$ cat src/rtl/tx_block_scheduler.sv
// Whole-block arbiter between the user AXIS stream and the PRBS generator, with a fixed
// inter-block gap and config latched at block start. Optional TX_SCHED_FILL_EN grants PRBS filler when idle.
module tx_block_scheduler #(
  parameter int unsigned pBLK_LEN = 476,
  parameter int unsigned pGAP     = 5,
  parameter int unsigned pCNT_W   = 9
) (
  input  logic        clk_h,
  input  logic        rst,
  input  logic        validate_en,
  input  logic [3:0]  ss_in,
  input  logic [2:0]  m_in,
  input  logic [2:0]  bw_in,
  input  logic        data_off_in,
  input  logic [7:0]  u_tdata,
  input  logic        u_tvalid,
  output logic        u_tready,
  input  logic [7:0]  p_tdata,
  input  logic        p_tvalid,
  output logic        p_tready,
  output logic [7:0]  odata,
  output logic        oval,
  input  logic        oreq,
  output logic        osop,
  output logic        oeop,
  output logic [3:0]  ss_out,
  output logic [2:0]  m_out,
  output logic [2:0]  bw_out,
  output logic        data_off_out,
  output logic        cfg_upd,
  output logic        src_prbs,
  output logic [15:0] blk_cnt
);
  localparam int unsigned GAP_W = (pGAP > 1) ? $clog2(pGAP) : 1;

  typedef enum logic [1:0] {IDLE, GRANT, GAP} state_e;

  state_e            state_q, state_d;
  logic [pCNT_W-1:0] cnt_q;
  logic [GAP_W-1:0]  gap_q;
  logic              src_q;
  logic [10:0]       cfg_q;
  logic              cfg_upd_q;
  logic [15:0]       blk_q;

  logic        start, sel_prbs, last, gap_done, xfer, sel_vld;
  logic [10:0] cfg_in;

  assign cfg_in = {ss_in, m_in, bw_in, data_off_in};

`ifdef TX_SCHED_FILL_EN
  // Keep the link busy: with nothing else pending, PRBS fills the block.
  assign start    = 1'b1;
  assign sel_prbs = validate_en | ~u_tvalid;
`else
  assign start    = validate_en | u_tvalid;
  assign sel_prbs = validate_en;
`endif

  assign last     = (cnt_q == pCNT_W'(pBLK_LEN - 1));
  assign gap_done = (gap_q == GAP_W'(pGAP - 1));
  assign sel_vld  = src_q ? p_tvalid : u_tvalid;
  assign xfer     = oval & oreq;

  always_ff @(posedge clk_h or negedge rst) begin
    if (!rst) state_q <= IDLE;
    else      state_q <= state_d;
  end

  always_comb begin
    state_d = state_q;
    case (state_q)
      IDLE:    if (start)        state_d = GRANT;
      GRANT:   if (xfer && last) state_d = GAP;
      GAP:     if (gap_done)     state_d = IDLE;
      default:                   state_d = IDLE;
    endcase
  end

  always_comb begin
    odata    = 8'h00;
    oval     = 1'b0;
    u_tready = 1'b0;
    p_tready = 1'b0;
    osop     = 1'b0;
    oeop     = 1'b0;
    if (state_q == GRANT) begin
      odata    = src_q ? p_tdata : u_tdata;
      oval     = sel_vld;
      u_tready = ~src_q & oreq;
      p_tready = src_q & oreq;
      osop     = sel_vld & (cnt_q == '0);
      oeop     = sel_vld & last;
    end
  end

  always_ff @(posedge clk_h or negedge rst) begin
    if (!rst) begin
      cnt_q     <= '0;
      gap_q     <= '0;
      src_q     <= 1'b0;
      cfg_q     <= '0;
      cfg_upd_q <= 1'b0;
      blk_q     <= '0;
    end else begin
      cfg_upd_q <= 1'b0;
      case (state_q)
        IDLE: if (start) begin
          cnt_q     <= '0;
          src_q     <= sel_prbs;
          cfg_q     <= cfg_in;
          cfg_upd_q <= (cfg_in != cfg_q);
        end
        GRANT: if (xfer) begin
          if (last) begin
            blk_q <= blk_q + 16'd1;
            gap_q <= '0;
          end else begin
            cnt_q <= cnt_q + 1'b1;
          end
        end
        GAP: gap_q <= gap_q + 1'b1;
        default: ;
      endcase
    end
  end

  assign {ss_out, m_out, bw_out, data_off_out} = cfg_q;
  assign cfg_upd  = cfg_upd_q;
  assign src_prbs = src_q;
  assign blk_cnt  = blk_q;
endmodule
$ cat config.mk
export PLATFORM = sky130hd
export DESIGN_NAME = tx_block_scheduler
export DESIGN_NICKNAME = d
export VERILOG_FILES = /design/src/rtl/tx_block_scheduler.sv
export SDC_FILE = /design/constraint.sdc
export NUM_CORES = 1
export LEC_CHECK = 0
export CAP_MARGIN = 20
export CORE_UTILIZATION = 40
export DETAILED_ROUTE_END_ITERATION = 8
export HOLD_SLACK_MARGIN = 0.15
export PLACE_DENSITY_LB_ADDON = 0.15
export SLEW_MARGIN = 5
export SYNTH_ARGS = -nofsm -noshare
export SYNTH_HDL_FRONTEND = slang
export SYNTH_SLANG_ARGS = --single-unit
$ cat constraint.sdc
create_clock -name clk_h -period 1.5 [get_ports clk_h]
set_clock_uncertainty 0.05 [all_clocks]
set_input_delay 0.375 -clock clk_h [delete_from_list [all_inputs] [get_ports clk_h]]
set_output_delay 0.375 -clock clk_h [all_outputs]
set_load 0.02 [all_outputs]
==> results of run 1 <==
## final cells by class
type	instances	area, sq um
Clock buffer	7	76.3
Multi-Input combinational cell	166	1650
Sequential cell	43	1080
Tap cell	72	90.1
Timing Repair Buffer	139	1330
Clock inverter	1	30.0
Fill cell	352	1300
Inverter	5	18.8
## cells by family (layout without fill, tap and decap cells)
kind of cell               after synthesis  count (layout)
muxes                                   21              21
and+or+nand+nor                         84              84
xor gates and xnor gates                27              27
buffers and inverters                   16             152
adders and majority gates                5               5
AOI/OAI and AO/OA                       28              29
DFF                                     43              43
## flip-flops by register name (all words and copies together), names as in the netlist
signal	count
blk_cnt	16
src_prbs	1
state_q	2
cfg_upd	1
cnt_q	9
cfg_q	11
gap_q	3
## worst register-to-register path, cell delays in order (launching register included)
cell and delay, ns:
dfrtp_1 0.40, buf_4 0.14, buf_6 0.12, ha_4 0.15
and4_4 0.17, buf_4 0.13, buf_6 0.12, buf_6 0.11
nand4_4 0.08, buf_6 0.15, a31oi_2 0.08, a31oi_1 0.22
## stage by stage
step           power (W)  util, %  setup slack [ns]
2_1_floorplan    0.00237        -            -0.282
3_3_place_gp     0.00311     65.0            -0.848
3_5_place_dp     0.00315     65.0            -0.888
4_1_cts          0.00428     72.9            -0.613
5_1_grt          0.00479     76.7            -0.741
6_report         0.00459     76.7            -0.677
## synthesized netlist by cell type, drive strengths merged, types with 3 or more instances
cell type  instances  area share [%]
and4               3             1.1
mux2i              9             3.8
inv                5            0.80
nand2             19             3.0
xnor2             19             7.1
a41oi              4             1.5
o21ai              8             1.7
nor2              20             3.2
nand4              9             2.9
and3               5             1.3
ha                 5             2.7
xor2               8             3.0
mux2              12             5.9
dfrtp             43              46
nand3             12             2.6
nor4               3            0.80
nor3               3             1.1
buf                9             2.8
a31oi             10             2.7
## per-layer routing
metal  track usage [%]  share of wire, %
met2              43.7                54
met3              5.00               5.1
met1              27.0                37
met4              9.44               4.2
met5                 0                 0
## worst max path at each step
stage,end,slack (ns),depth (start not counted),startpoint
2_1_floorplan,osop,-0.28,4,cnt_q[0]$_DFFE_PN0P_
3_3_place_gp,oeop,-0.85,6,u_tvalid
3_5_place_dp,osop,-0.89,5,u_tvalid
4_1_cts,osop,-0.61,5,cnt_q[0]$_DFFE_PN0P_
5_1_grt,osop,-0.74,5,cnt_q[0]$_DFFE_PN0P_
6_report,osop,-0.68,5,cnt_q[0]$_DFFE_PN0P_
## repair_timing
action | in CTS | in global routing
endpoints found under the setup margin | 83 | 65
hold endpoints to repair | 15 | 0
pin swaps | 24 | 15
buffers inserted | 9 | 6
gates cloned | 1 | 2
gates resized for setup | 170 | 45
hold buffers | 1 | 0
## power breakdown
part           internal [W]  leakage (nW)  switching, W
clock              0.000499        0.0524      0.000407
combinational       0.00118          1.45       0.00103
sequential          0.00132         0.539      0.000156
==> impl.org, run 1 <==
** Outcome
- The run finished, with violations left.
- Failing checks :: setup timing

** Setup path
- CP Launch Type :: flip-flop
- The signal on the critical path passes through inv_1, ha_1, or4b_4, nor4_4, buf_4.
- The worst setup path is of the flip-flop to output pin kind.
- In this run the critical register-to-register path is captured at cnt_q[5]$_DFFE_PN0P_.
- Kind of end point of the critical path :: output pin
- The setup check on the worst reg-to-reg path leaves a slack of -0.52 ns.
- R2r worst-path depth :: 11
- Largest delay contributor family on the critical path :: simple AND/OR/NAND/NOR gates
- Worst path bufs/invs :: 2
- CP max stage cell :: or4b_4
- In this run the worst path has a maximum fanout of 2.
- Critical Path AT :: 1.75 ns
- Required @ worst endpoint :: 1.07 ns
- In this design, the stage delay of the slowest critical-path cell is 0.48 ns.
- Crit Reg-Reg Startpoint :: cnt_q[1]$_DFFE_PN0P_

** Synthesis
- Synthesized-area fraction occupied by adder cells :: 2.67%
- After synthesis, the netlist uses 43 different library cells.
- After synthesis, the largest family of logic cells by area is simple AND/OR/NAND/NOR gates.
- Summing every instance area after synthesis gives 2340 sq um.
- Fraction of the yosys area taken by sequential cells :: 45.9%
- Multiplexer fraction of the synthesized cell area :: 9.77%
- Synth Area in Compound Gates :: 7.90%
- A synthesized cell averages 10.5 sq um.
- Total nets after synthesis :: 262
- The most used flip-flop cell after synthesis is dfrtp_1.
- Post-Synth Simple-Gate Area :: 19.7%
- Synth Warn # :: 0
- Fraction of synthesis flops using an asynchronous set or reset pin :: 100%
- The synthesized netlist devotes 10.1% of its cell area to XOR and XNOR gates.
- After technology mapping, the gate count stands at 224.
- Total of flip-flops plus latches after synthesis :: 43
- Number of enable-type register cells in the synthesized netlist :: 0

** Layout
- Leaving out fill and tap cells, the most frequent cell in the layout is buf_4.
- Synth-to-layout area growth :: 82.3%
- Non-Filler Instances :: 433
- The finished cells cover 4270 sq um.
- NumNets Final :: 398
- ANT cells :: 0
- The post-route netlist has 44.9% of its cells at a drive strength greater than 1.
- In the layout the commonest cells are buf_4 (45), dfrtp_1 (38), clkdlybuf4s50_1 (30).

** STA
- Highest clock rate :: 0.459 GHz
- Portion of the clock cycle consumed by the worst path in the final layout :: 145%
- The worst path in the final design needs a cycle of 2.18 ns, including I/O delays and setup.
- Actual transition at the worst max-transition pin :: 0.420 ns
- Across all hold checks on the routed design, the worst slack comes to 0.409 ns.
- Total count of hold-check failures in the final report :: 0
- Setup repair after global routing missed its margin :: yes
- Measured against its own limit, the worst slew margin works out to 72.0%.
- The max-slew violation count is 0.
- In the post-route analysis, the smallest setup slack over all paths is -0.677 ns.
- In the final timing run, aggregate negative setup slack is -16.58 ns.
- Setup violations remaining at the end of the flow were counted as 54.

** Power
- Peak supply drop :: 0.716 mV
- Total leakage power :: 2.04 nW
- Power spread over the standard cell area amounts to 1070 nW/um^2.

** Drt
- Once detail routing completed, the nets flagged for antenna violations numbered 0.
- The first TritonRoute pass finished after 4 iterations.
- In the final routed layout, each cell accounts on average for 17.5 microns.
- In this run, the number of DRC markers left after iteration 0 of detailed routing was 99.
- Routed via count divided by cell count :: 5.39
- The final layout contains routed wiring with a total length of 7600 microns.
- Number of remaining DRC errors :: 0
- Detailed routing inserted a total of 2333 vias.

** Placed design
- Port buffering added 74 buffers.
- Area after DPL :: 3620 sq um
- DP HPWL :: 4580 microns
- Including well taps, the total number of placed cells is 410.
- Placer's final routability congestion estimate :: 0.848

** Global routing
- Via count of the first global-routing pass :: 2333
- Aggregate global routing overflow :: 0
- Wire length of the first global-routing pass :: 11400 microns
- All-Layer GR Usage :: 24.0%
- Pin count of the biggest net entering global routing :: 21
- Antenna violations before repair :: 0

** Clock network
- The tree is rooted in a clkbuf_8.
- TritonCTS built the clock tree.
- At the later pin of the worst-skew pair, clock insertion delay measures 0.30 ns.
- Cts bufs inserted :: 5
- Clk buf depth :: 2
- The clock tree synthesis step divided the H-tree into 2 levels.
- The clock drives 43 sinks.
- Clk pin slew, worst setup/hold paths :: 0.09 ns

** Flow run
- Max-cap violations in this run came to 0.

** Floorplanning
- I/O pin total :: 75
- Area of the die :: 6170 sq um
- The region available for standard cell placement spans 5570 sq um.
- The die is 78.6 microns wide.
- Site row count :: 27
- Initial Utilization :: 42.1%
- Die Height :: 78.6 microns

** Hold path
- The path class of the tightest hold or removal check is flip-flop to flip-flop.
- Worst Hold Endpoint :: blk_cnt[15]$_DFFE_PN0P_
- The worst hold path begins at blk_cnt[15]$_DFFE_PN0P_.
- Hold Path Depth :: 1
(Power assumes the default switching activity.)
==> run 2: changes to the inputs <==
Clock period 1.5 ns to 2.6 ns, I/O delays scaled along.
==> run 2 against run 1 <==
The run now ends clean; largest cell class unchanged; flip-flop and latch count unchanged; largest power group unchanged; sequential power decreased by 44%; critical path depth unchanged; clock power decreased by 55%; global-route usage decreased by 5.2 points; critical endpoint unchanged; critical path type is now primary input to output pin.
==> impl.org, run 2 (same netlist as run 1, synthesis figures left out) <==
** Setup path
- The critical path goes through clkdlybuf4s50_1, mux2_4, nand2_1, nor4_2, buf_2.
- The highest fanout seen on the critical path came to 2 (unchanged).
- CP max stage cell :: clkdlybuf4s50_1
- Tracing the worst setup path back leads to its startpoint at u_tvalid.
- Flop2flop setup slack :: 0.61 ns (+1.13 ns)
- The worst-case reg-to-reg path depth was 7 (-4).
- Slowest cell delay on critical path :: 0.48 ns (about the same)
- Required @ worst endpoint :: 1.90 ns (+0.83 ns)
- Following the worst setup path forward leads to its endpoint at osop.
- The worst setup path is launched from a primary input.
- The critical path is of the primary input to output pin type.
- Kind of end point of the critical path :: output pin
- The endpoint identified for the worst register-to-register timing path is cnt_q[1]$_DFFE_PN0P_.
- Critical Path AT :: 1.80 ns (+0.05 ns)
- Largest delay contributor family on the critical path :: buffers and inverters
- Worst path bufs/invs :: 2 (unchanged)
- The startpoint identified for the worst register-to-register timing path is cnt_q[0]$_DFFE_PN0P_.
- Count of cell instances traversed by the critical path :: 5 (unchanged)

** STA
- The total setup violations reported at the end of the flow was 0 (-100%).
- Static timing analysis puts the maximum clock frequency at 0.399 GHz.
- The transition time at the pin with the least slew margin was 0.563 ns (+0.143 ns).
- The max-slew violation count was 0 (unchanged).
- Worst slew margin :: 62.5% (-9.6 points)
- Total count of hold-check failures in the final report :: 0 (unchanged)
- Post-layout minimum cycle time :: 2.50 ns
- Portion of the clock cycle consumed by the worst path in the final layout :: 96.3%
- The final worst setup slack came to 0.0964 ns (+0.774 ns).
- Setup repair after global routing left no endpoint under its margin.

** Power
- Peak supply drop :: 0.457 mV (-36%)
- The total power divided by cell area was 626 nW/um^2 (-42%).
- The leakage power was 1.57 nW (-23%).

** Placed design
- The final weighted congestion in routability-driven placement was 0.790 (-6.8%).
- Number of buffer cells added on primary ports :: 74 (unchanged)
- Setup Slack @ Placement :: -0.364 ns (+0.523 ns)
- The placed standard-cell area came to 3270 sq um (-9.7%).
- The post-DP HPWL is 3990 microns (-13%).
- Placed Instances :: 382 (-6.8%)

** Drt
- The count of unresolved DRC violations after routing is 0 (unchanged).
- The remaining antenna violation count is 0 (unchanged).
- DRT iter0 DRCs :: 36 (-64%)
- The number of vias per cell was 5.10 (-5.3%).
- The total length of routed wires was 5340 microns (-30%).
- The iteration count of the initial detailed-routing pass came to 4 (unchanged).
- Average wire per cell in the routed design :: 13.8 microns (-22%)
- Number of vias after detailed routing :: 1980 (-15%)

** Floorplanning
- The total I/O pin count is 75 (unchanged).
- Die Width :: 78.6 microns (unchanged)
- Initial Utilization :: 42.1% (unchanged)
- The floorplan row count is 27 (unchanged).
- Placeable Area :: 5570 sq um (unchanged)
- Area of the die :: 6170 sq um (unchanged)
- The y dimension of the die came to 78.6 microns (unchanged).

** Clock network
- Deepest level of the CTS H-tree :: 2 (unchanged)
- The clock tree buffer depth came to 2 (unchanged).
- CTS tree :: done
- The clock slew at the register clock pins of the worst setup and hold paths is 0.07 ns (-0.02 ns).
- Clock latency of the later-clocked register in the worst-skew pair :: 0.29 ns (about the same)
- Cts bufs inserted :: 5 (unchanged)
- The cts-stage hold buffer count came to 0 (-1).
- The root buffer cell chosen for the clock tree is clkbuf_8.
- The clock sink count is 43 (unchanged).

** Flow run
- Number of max-cap violations :: 0 (unchanged)

** Global routing
- Pin count of the biggest net entering global routing :: 44 (+110%)
- The via count of the first global-routing pass came to 1968 (-16%).
- All-Layer GR Usage :: 18.7% (-5.2 points)
- Antenna violations before repair :: 0 (unchanged)
- Wire length of the first global-routing pass :: 9030 microns (-21%)
- The overflow left after global routing was 0 (unchanged).

** Layout
- Non-Filler Instances :: 388 (-10%)
- ANT cells :: 0 (unchanged)
- Relative to the synthesized area, the layout overhead comes to 42.5%.
- Fraction of final layout cells sized beyond drive strength 1 :: 14.6% (-30 points)
- NumNets Final :: 355 (-11%)
- Most used cells in the layout excluding fill and tap cells :: clkdlybuf4s50_1 (60), dfrtp_1 (43), buf_4 (23)
- Most common library cell in the layout ignoring fill and taps :: clkdlybuf4s50_1
- The flip-flop count of the largest register, all copies and words added came to 16 (unchanged).
- Non-Filler Cell Area, Final :: 3340 sq um (-22%)

** Hold path
- Path type of the worst min-delay path :: primary input to asynchronous set/reset pin

** Outcome
- Result of the run :: completed
-- run 2: cell count changes in the layout (fill, tap and decap cells not counted), sizes merged --
cell           change
clkbuf             -4
buf               -51
bufinv             -1
dlygate4sd3        -1
clkinvlp           +1
dlygate4sd2       -12
dlymetal6s2s       +4
a21bo              -1
clkdlybuf4s50     +30
clkdlybuf4s15     -10
-- run 2: how the worst min path moves through the flow --
| stage | to | slack (ns) | cells past startpoint |
|---|---|---|---|
| 3_3_place_gp | blk_cnt[15]$_DFFE_PN0P_ | 0.41 | 1 |
| 2_1_floorplan | blk_cnt[0]$_DFFE_PN0P_ | 0.30 | 0 |
| 4_1_cts | cnt_q[4]$_DFFE_PN0P_ | 0.40 | 2 |
| 5_1_grt | cnt_q[0]$_DFFE_PN0P_ | 0.42 | 2 |
| 3_5_place_dp | blk_cnt[15]$_DFFE_PN0P_ | 0.41 | 1 |
| 6_report | cnt_q[8]$_DFFE_PN0P_ | 0.37 | 2 |
-- run 2: worst register-to-register path, cell delays in order, from the launching register on --
cell and delay [ns]:
dfrtp_1 0.38, buf_4 0.14, ha_1 0.24, and4_1 0.22, buf_4 0.15, nand4_2 0.16
a21bo_1 0.34, mux2i_1 0.23
-- run 2: final cells by class --
cell class,count,area (sq um)
multi-input cells,165,1180
flip-flops and latches,43,1080
fillers,501,2230
clock buffers,5,68.8
clock inverters,1,7.51
inverters,5,18.8
repair buffers,97,896
well taps,72,90.1
-- run 2: per-layer routing --
layer	global-route usage [%]	wire, microns	part of all wire (%)	vias up
met3	4.42	192	3.6	6
met2	31.9	2640	49	31
met5	0	0	0	-
met4	6.11	72	1.3	0
met1	23.2	2440	46	964
li1	-	-	-	979
-- run 2: through the flow --
| stage | hold WS (ns) | utilization, % | TNS (ns) | power, W |
|---|---|---|---|---|
| floorplan | 0.304 | - | 0 | 0.00132 |
| global placement | 0.412 | 58.7 | -0.931 | 0.00172 |
| detailed placement | 0.414 | 58.7 | -0.986 | 0.00173 |
| CTS | 0.404 | 59.8 | 0 | 0.00211 |
| global route | 0.422 | 60.0 | 0 | 0.00221 |
| finish | 0.375 | 60.0 | 0 | 0.00209 |
-- run 2: where the power goes --
part	internal, W	total [W]	leakage [nW]	switching [W]
Combinational	0.000440	0.000853	0.988	0.000413
Sequential	0.000762	0.000834	0.546	0.0000725
Clock	0.000179	0.000404	0.0361	0.000225
Total	0.00138	0.00209	1.57	0.000711
-- run 2: repair_timing --
item,in CTS,in global routing
pin swaps,0,0
hold endpoints to repair,0,0
resized for setup,19,6
setup buffers,0,0
endpoints found under the setup margin,13,6
gates cloned,0,0
